[src/rtl/if_pc_gen.sv]
// IF-stage next-PC generator and single-outstanding fetch sequencer feeding if_mini_dec and ID.
// Optional build macro: IF_BTFN_PRED_EN (backward-taken/forward-not-taken branch prediction).
module if_pc_gen #(
    parameter int unsigned          XLEN     = 32,
    parameter logic [XLEN-1:0]      RESET_PC = XLEN'(32'h8000_0000)
) (
    input  logic            clk,
    input  logic            rst_n,
    output logic            ifu_req_valid_o,
    input  logic            ifu_req_ready_i,
    output logic [XLEN-1:0] ifu_req_pc_o,
    input  logic            ifu_rsp_valid_i,
    input  logic [31:0]     ifu_rsp_instr_i,
    output logic [31:0]     mini_instr_o,
    input  logic            mini_jal_i,
    input  logic            mini_jalr_i,
    input  logic            mini_branch_i,
    input  logic [XLEN-1:0] mini_imm_i,
    input  logic [XLEN-1:0] mini_rs1_rdata_i,
    input  logic            jalr_rs1_busy_i,
    output logic            if_valid_o,
    input  logic            if_ready_i,
    output logic [31:0]     if_instr_o,
    output logic [XLEN-1:0] if_pc_o,
    output logic            if_pred_taken_o,
    input  logic            ex_redirect_i,
    input  logic [XLEN-1:0] ex_redirect_pc_i
);

    localparam int unsigned ILEN = 32;
    localparam logic [ILEN-1:0] NOP_INSTR = ILEN'(32'h0000_0013);

    typedef enum logic [2:0] {
        S_REQ,
        S_WAIT,
        S_OUT,
        S_JWAIT,
        S_DRAIN
    } state_t;

    state_t          state_q;
    logic [XLEN-1:0] pc_q;
    logic [ILEN-1:0] instr_q;
    logic            if_valid_q;

    logic [XLEN-1:0] pc_plus4;
    logic [XLEN-1:0] jalr_tgt;
    logic [XLEN-1:0] next_pc;
    logic            br_taken;
    logic            pred_taken;
    logic            jalr_stall;

    // Next-PC prediction from the decoded fields of the held instruction.
    always_comb begin
        pc_plus4   = pc_q + XLEN'(4);
        jalr_tgt   = (mini_rs1_rdata_i + mini_imm_i) & ~XLEN'(1);
`ifdef IF_BTFN_PRED_EN
        br_taken   = mini_branch_i & mini_imm_i[XLEN-1];
`else
        br_taken   = mini_branch_i & 1'b0;
`endif
        pred_taken = mini_jal_i | mini_jalr_i | br_taken;
        jalr_stall = mini_jalr_i & jalr_rs1_busy_i;
        next_pc    = pc_plus4;
        if (mini_jal_i) begin
            next_pc = pc_q + mini_imm_i;
        end else if (mini_jalr_i) begin
            next_pc = jalr_tgt;
        end else if (br_taken) begin
            next_pc = pc_q + mini_imm_i;
        end
    end

    // Sequencer: redirect wins over every state; a response owed to a flushed request is drained.
    always_ff @(posedge clk or negedge rst_n) begin
        if (!rst_n) begin
            state_q    <= S_REQ;
            pc_q       <= RESET_PC;
            instr_q    <= NOP_INSTR;
            if_valid_q <= 1'b0;
        end else if (ex_redirect_i) begin
            pc_q       <= ex_redirect_pc_i;
            if_valid_q <= 1'b0;
            if (((state_q == S_WAIT) || (state_q == S_DRAIN)) && !ifu_rsp_valid_i) begin
                state_q <= S_DRAIN;
            end else begin
                state_q <= S_REQ;
            end
        end else begin
            case (state_q)
                S_REQ: begin
                    if (ifu_req_ready_i) begin
                        state_q <= S_WAIT;
                    end
                end
                S_WAIT: begin
                    if (ifu_rsp_valid_i) begin
                        instr_q    <= ifu_rsp_instr_i;
                        if_valid_q <= 1'b1;
                        state_q    <= S_OUT;
                    end
                end
                S_OUT: begin
                    if (if_ready_i) begin
                        if_valid_q <= 1'b0;
                        if (jalr_stall) begin
                            state_q <= S_JWAIT;
                        end else begin
                            pc_q    <= next_pc;
                            state_q <= S_REQ;
                        end
                    end
                end
                S_JWAIT: begin
                    if (!jalr_rs1_busy_i) begin
                        pc_q    <= jalr_tgt;
                        state_q <= S_REQ;
                    end
                end
                S_DRAIN: begin
                    if (ifu_rsp_valid_i) begin
                        state_q <= S_REQ;
                    end
                end
                default: state_q <= S_REQ;
            endcase
        end
    end

    // The decoder only sees the instruction once it is held, so the taken flag follows it directly.
    assign ifu_req_valid_o = rst_n & (state_q == S_REQ) & ~ex_redirect_i;
    assign ifu_req_pc_o    = pc_q;
    assign mini_instr_o    = instr_q;
    assign if_instr_o      = instr_q;
    assign if_pc_o         = pc_q;
    assign if_valid_o      = if_valid_q;
    assign if_pred_taken_o = (state_q == S_OUT) & pred_taken;

endmodule

[config.mk]
export PLATFORM = sky130hd
export DESIGN_NAME = if_pc_gen
export DESIGN_NICKNAME = d
export VERILOG_FILES = /design/src/rtl/if_pc_gen.sv
export SDC_FILE = /design/constraint.sdc
export NUM_CORES = 1
export LEC_CHECK = 0
export ABC_CLOCK_PERIOD_IN_PS = 2890
export CORE_UTILIZATION = 42
export DETAILED_ROUTE_END_ITERATION = 10
export GPL_ROUTABILITY_DRIVEN = 0
export HOLD_SLACK_MARGIN = 0.15
export PLACE_DENSITY = 0.85
export SETUP_SLACK_MARGIN = 0.02
export SYNTH_ARGS = -nofsm -noshare
export SYNTH_HDL_FRONTEND = slang
export SYNTH_SLANG_ARGS = --single-unit
[constraint.sdc]
create_clock -name clk -period 2.89 [get_ports clk]
set_input_delay 0.289 -clock clk [delete_from_list [all_inputs] [get_ports clk]]
set_output_delay 0.289 -clock clk [all_outputs]
set_load 0.03 [all_outputs]
==> results of run 1 <==
[stage by stage]
stage                     hold WS, ns  total power, mW  util, %  worst slack, ns
after floorplan              -0.00659             4.81        -           0.0210
after global placement          0.517             6.65     64.1           -0.455
after detailed placement        0.524             6.76     64.1           -0.527
after CTS                       0.269             8.16     66.8          -0.0265
after global routing            0.303             8.72     69.1           -0.237
final                           0.247             8.34     69.1          -0.0674
[how the worst max path moves through the flow]
stage	slack (ns)	cells past startpoint	endpoint	startpoint
after floorplan	0.02	12	if_pc_o[26]	if_pc_o[0]
after global placement	-0.46	15	if_pc_o[30]	mini_imm_i[0]
after detailed placement	-0.53	14	if_pc_o[30]	mini_imm_i[1]
after CTS	-0.03	14	if_pc_o[30]	if_pc_o[0]
after global routing	-0.24	15	if_pc_o[28]	mini_imm_i[11]
final	-0.07	13	if_pc_o[26]	if_pc_o[0]
[registers in the layout, summed over array words and instances, names as in the netlist]
register    flops
if_valid_o      1
if_instr_o     32
if_pc_o        32
state_q         3
[worst max-delay path, cell delays in order (launching register included)]
cell       delay (ns)
dfrtp_2          0.43
ha_4             0.17
fa_2             0.34
a211oi_2         0.27
o21a_2           0.20
o32ai_4          0.12
nor4b_4          0.17
a2111oi_4        0.18
buf_4            0.19
o31ai_2          0.06
a21o_1           0.22
xor2_1           0.16
a221oi_2         0.27
a21oi_1          0.07
[layer usage]
layer / track usage (%) / up-vias
met4: 11.2 / 0
li1: - / 4048
met5: 0 / -
met2: 52.6 / 567
met1: 35.9 / 4165
met3: 5.82 / 114
[cells in the mapped netlist (all sizes together), types with 6 or more instances]
cell | instances | area share [%]
a211oi | 9 | 0.96
a221oi | 9 | 1.2
nand2 | 85 | 4.2
nor2b | 10 | 0.83
ha | 62 | 10
nand2b | 8 | 0.66
a21oi | 85 | 5.6
mux2 | 32 | 4.8
dfrtp | 64 | 21
buf | 73 | 6.9
o31ai | 9 | 0.96
nand3 | 25 | 1.7
o21ai | 68 | 4.6
nand4 | 17 | 1.4
a31oi | 8 | 0.66
xnor2 | 45 | 5.2
o211ai | 7 | 0.70
o221ai | 15 | 1.7
nor2 | 49 | 2.5
xor2 | 36 | 4.2
nor3 | 26 | 1.7
o21a | 9 | 0.91
a21o | 23 | 2.3
o21bai | 6 | 0.60
a22oi | 10 | 0.99
and3 | 14 | 1.2
inv | 17 | 0.85
clkbuf | 31 | 1.5
[cell usage in the layout, fill, tap and decap left out, types with 5 or more instances in the layout]
cell type          n
clkbuf_16          9
ha_1              48
a22oi_1           10
a211oi_1           5
xnor2_1           44
mux2_2            32
xor2_1            36
nor2_1            48
o31ai_1            5
and3_1            13
nand2_1           83
ha_4              14
o21a_1             7
a21oi_1           77
nor2b_1            9
o21ai_1            8
nand4_1           17
a21oi_2            5
o221ai_1          13
nand3_1           24
dfrtp_1           62
dlymetal6s2s_1    12
o21ai_0           57
a21o_1            23
nor3_1            26
o21bai_1           5
nand2b_1           8
buf_4            176
inv_1             17
clkdlybuf4s50_1  248
o211ai_1           7
[what timing repair did]
item,in CTS,in global routing
setup endpoints to repair,9,16
pin swaps,11,40
resized for setup,17,71
buffers inserted,4,3
[area by class of cell]
class	count	area (um2)	share of cell area (%)
multi-input combinational	731	5610	46.6
timing repair buffer	444	4030	33.5
sequential	68	1710	14.2
tap	225	282	2.34
clock buffer	9	225	1.87
clock inverter	7	123	1.02
inverter	17	63.8	0.530
[power by group through the flow]
| stage | clock [mW] | combinational [mW] | sequential [mW] |
|---|---|---|---|
| detailed placement | 0 | 5.14 | 1.62 |
| global route | 1.38 | 5.69 | 1.66 |
| CTS | 1.34 | 5.21 | 1.61 |
| floorplan | 0 | 2.64 | 2.17 |
| finish | 1.33 | 5.40 | 1.61 |
| global placement | 0 | 5.04 | 1.61 |
[logic make-up after synthesis]
logic type	after synthesis	synth area share (%)
XOR/XNOR	81	9.40
flip-flops	68	22.6
adder cells (fa/ha/maj)	64	10.8
AO/OA/AOI/OAI	293	26.0
buffers and inverters	121	9.29
AND/OR/NAND/NOR	258	16.7
multiplexers	35	5.17
==> results_dict.tcl, run 1 <==
set metrics [dict create \
    placed_area_um2 11200 \
    cts_num_sinks 68 \
    start_kind "flop" \
    path_class "flop to flop" \
    relSlewSlack_pct 38.4 \
    cp_max_fo 4 \
    fmax_mhz 338 \
    p_leak_nw 5.15 \
    wl_met1_um 11100 \
    endpoint_kind "flop" \
    worstSkewPairLatency_ns 0.34 \
    syn-num-nets 1122 \
    r2r_slack_ns -0.07 \
    n_antenna_cell 0 \
    grt_pass1_vias 8486 \
    clk_pin_slew_worst_paths_ns 0.07 \
    finalClockSkew_ns 0.0120 \
    fin_area_um2 12000 \
    ir_drop_uv 972 \
    switching_share_pct 45.3 \
    syn-instance-count 920 \
    io_buffers 267 \
    drt-total-wl_um 29800 \
    drc 0 \
    die_h_um 136 \
    power_frac_comb_pct 64.7 \
    cp.required_ns 3.11 \
    grt.overflow.total 0 \
    initial_core_util_pct 43.3 \
    tightest_slew_ns 0.924 \
    cts_made_buffers 9 \
    drive_gt1_share_pct 24.2 \
    synth_async_sr_flop_share_pct 100 \
    postSynthAreaPerCell_um2 8.20 \
    cts_buffer_depth 2 \
    fin_cells 1501 \
    final.setup.tns_ns -0.176 \
    final-max-slew-violation-count 0 \
    antenna_found_initial 0 \
    clock_power_share_pct 15.9 \
    violations "negative setup slack" \
    wl_per_cell_um 19.9 \
    ant_nets 0 \
    synth_area_um2 7550 \
    routed_via_density 5.93 \
    cts_tree "done" \
    dp_hpwl_um 22000 \
    rows 48 \
    setup_viol 6 \
    power.share.sequential_pct 19.3 \
    wl_met3_um 3100 \
    synthFlopType "dfrtp_1" \
    layout_min_cycle_time_ns 2.96 \
    fin_nets 1473 \
    pwr_density_cell_nw_per_um2 693 \
    hp-class "input pin to asynchronous set/reset pin" \
    p_int_mw 4.56 \
    r2r-start "if_pc_o[0]" \
    firstDrtPassIters 6 \
    top_layer_used "met4" \
    ioPinCount 269 \
    power.switching_mw 3.78 \
    cap_violations 0 \
    critPathArrivalTime_ns 3.18 \
    grt_max_degree 69 \
    yosys_register_bits 68 \
    worstReg2RegEnd "if_pc_o[26]" \
    hold_viol_final 0 \
    cts_hold_buf 0 \
    dpl.cell_count 1478 \
    synth_edf_count 0 \
    coreArea_um2 17400 \
    status "complete, but fails checks" \
    syn2layout_area_growth_pct 59.6 \
    cts_root_buffer "clkbuf_16" \
    reg2regPathDepth 13 \
    grt_first_pass_wirelength_um 43000 \
    vias 8894 \
    yosys_warnings 0 \
    netlist-cell-type-count 77 \
    dieWidth_um 136 \
    ys_seq_area_share_pct 22.6 \
    n_fill_cell 1258 \
    drtIter0Drc 823 \
    wl_met2_um 14500 \
    die_area_um2 18500 \
    htree_levels 3 \
    min_period_over_period_pct 102 \
    setup_ws_ns -0.0674 \
    rsz0062_at_grt "true" \
    track_usage_pct 30.0 \
]
(Power assumes the default switching activity.)
==> inputs of run 2 (changes only) <==
--- a/config.mk
+++ b/config.mk
@@ -10,7 +10,7 @@
 export DETAILED_ROUTE_END_ITERATION = 10
 export GPL_ROUTABILITY_DRIVEN = 0
 export HOLD_SLACK_MARGIN = 0.15
-export PLACE_DENSITY = 0.85
+export PLACE_DENSITY = 0.79
 export SETUP_SLACK_MARGIN = 0.02
 export SYNTH_ARGS = -nofsm -noshare
 export SYNTH_HDL_FRONTEND = slang
==> results_dict.tcl, run 2 (synthesis results as in run 1) <==
set metrics [dict create \
    n_antenna_cell 0 \
    cap_violations 0 \
    critPathTopFamily "compound AO/OA/AOI/OAI gates" \
    grt.overflow.total 0 \
    final_cell_mix "clkdlybuf4s50_1, buf_4, nand2_1" \
    track_usage_pct 29.3 \
    worstSkewPairLatency_ns 0.35 \
    tightest_slew_ns 0.616 \
    cts_made_buffers 9 \
    reg2regPathDepth 13 \
    cp.required_ns 3.12 \
    path_class "flop to flop" \
    setup_ws_ns -0.0363 \
    vias 8679 \
    ant_nets 0 \
    final-max-slew-violation-count 0 \
    ioPinCount 269 \
    finalClockSkew_ns 0.00549 \
    cts_num_sinks 68 \
    fin_area_um2 12000 \
    firstDrtPassIters 7 \
    drive_gt1_share_pct 23.9 \
    io_buffers 267 \
    antenna_found_initial 0 \
    drc 0 \
    cts_tree "done" \
    max_stage_delay_ns 0.42 \
    p_leak_nw 5.20 \
    wl_per_cell_um 19.2 \
    violations "negative setup slack" \
    die_h_um 136 \
    setup_viol 3 \
    grt_pass1_vias 8148 \
    cts_buffer_depth 2 \
    min_period_over_period_pct 101 \
    holdWs_ns 0.416 \
    critPathArrivalTime_ns 3.15 \
    layout_min_cycle_time_ns 2.93 \
    placed_area_um2 11200 \
    drtIter0Drc 789 \
    die_area_um2 18500 \
    syn2layout_area_growth_pct 59.1 \
    rsz0062_at_grt "true" \
    pwr_density_cell_nw_per_um2 674 \
    clk_pin_slew_worst_paths_ns 0.06 \
    rows 48 \
    r2r_slack_ns -0.04 \
    final.setup.tns_ns -0.0668 \
    grt_first_pass_wirelength_um 41800 \
    start_kind "flop" \
    hold_viol_final 0 \
    cts_root_buffer "clkbuf_16" \
    worst-path-buf-inv 1 \
    initial_core_util_pct 43.3 \
    grt_max_degree 44 \
    cp_max_fo 3 \
    crit_path_top_delay_cell "dfrtp_2" \
    fmax_mhz 342 \
    status "complete, but fails checks" \
    dieWidth_um 136 \
    layout_commonest_cell "clkdlybuf4s50_1" \
    routed_via_density 5.76 \
    dp_hpwl_um 22000 \
    drt-total-wl_um 28900 \
    ir_drop_uv 872 \
    cp_common_cell "a21oi_1" \
    fin_nets 1480 \
    r2r-start "if_pc_o[0]" \
    relSlewSlack_pct 58.6 \
    worstReg2RegEnd "if_pc_o[22]" \
    coreArea_um2 17400 \
    endpoint_kind "flop" \
    htree_levels 3 \
    worstPathCellList "ha_4 > fa_2 > a211oi_2 > o21a_2 > o32ai_4 > nor4b_4 > a2111oi_4 > buf_4 > nor2_2 > a21oi_1 > xnor2_1 > a221oi_1 > a21oi_1" \
    hp-class "input pin to asynchronous set/reset pin" \
]
## run 2: area by class of cell
cell class | count | area (um2)
Clock inverter | 6 | 63.8
Inverter | 17 | 63.8
Clock buffer | 10 | 229
Timing Repair Buffer | 451 | 4110
Sequential cell | 68 | 1710
Multi-Input combinational cell | 731 | 5540
Tap cell | 225 | 282
Fill cell | 1350 | 5410
## run 2: what timing repair did
action	CTS	global route
setup buffers	3	8
pin swaps	11	31
resized for setup	12	70
hold endpoints to repair	24	0
hold buffers	1	0
endpoints found under the setup margin	11	17
## run 2: how the worst max path moves through the flow
stage | from | depth (start not counted) | slack [ns] | endpoint
after detailed placement | mini_imm_i[2] | 13 | -0.64 | if_pc_o[31]
after floorplan | if_pc_o[0] | 12 | 0.02 | if_pc_o[26]
final | if_pc_o[0] | 13 | -0.04 | if_pc_o[22]
after global placement | mini_imm_i[2] | 13 | -0.42 | if_pc_o[31]
after global routing | if_pc_o[0] | 13 | -0.15 | if_pc_o[24]
after CTS | if_pc_o[0] | 12 | -0.04 | if_pc_o[26]
## run 2: worst reg2reg max path: cells and delay by family, from the launching register on
| kind | cells | cell delay (ns) |
|---|---|---|
| fa+ha+maj | 2 | 0.51 |
| simple gates | 2 | 0.21 |
| flops | 1 | 0.42 |
| xor+xnor | 1 | 0.09 |
| compound gates | 7 | 1.38 |
| buf+inv | 1 | 0.19 |
## run 2: power by group
group	switching, mW	internal, mW
sequential	0.331	1.28
combinational	2.91	2.42
clock	0.478	0.669
## run 2: per-stage QoR
| stage | setup WS, ns | cells | util, % | total power, mW |
|---|---|---|---|---|
| after floorplan | 0.0210 | 920 | - | 4.81 |
| after global placement | -0.424 | 1480 | 64.3 | 6.64 |
| after detailed placement | -0.636 | 1480 | 64.3 | 6.73 |
| after CTS | -0.0390 | 1500 | 66.5 | 7.93 |
| after global routing | -0.150 | 1508 | 68.9 | 8.47 |
| final | -0.0363 | 1508 | 68.9 | 8.09 |
## run 2: per-layer routing
metal,vias to the layer above,wire (um),global-route usage [%]
li1,4058,-,-
met1,4073,11500,35.6
met2,465,13800,50.0
met3,83,2640,6.15
met4,0,1010,11.7
met5,-,0,0
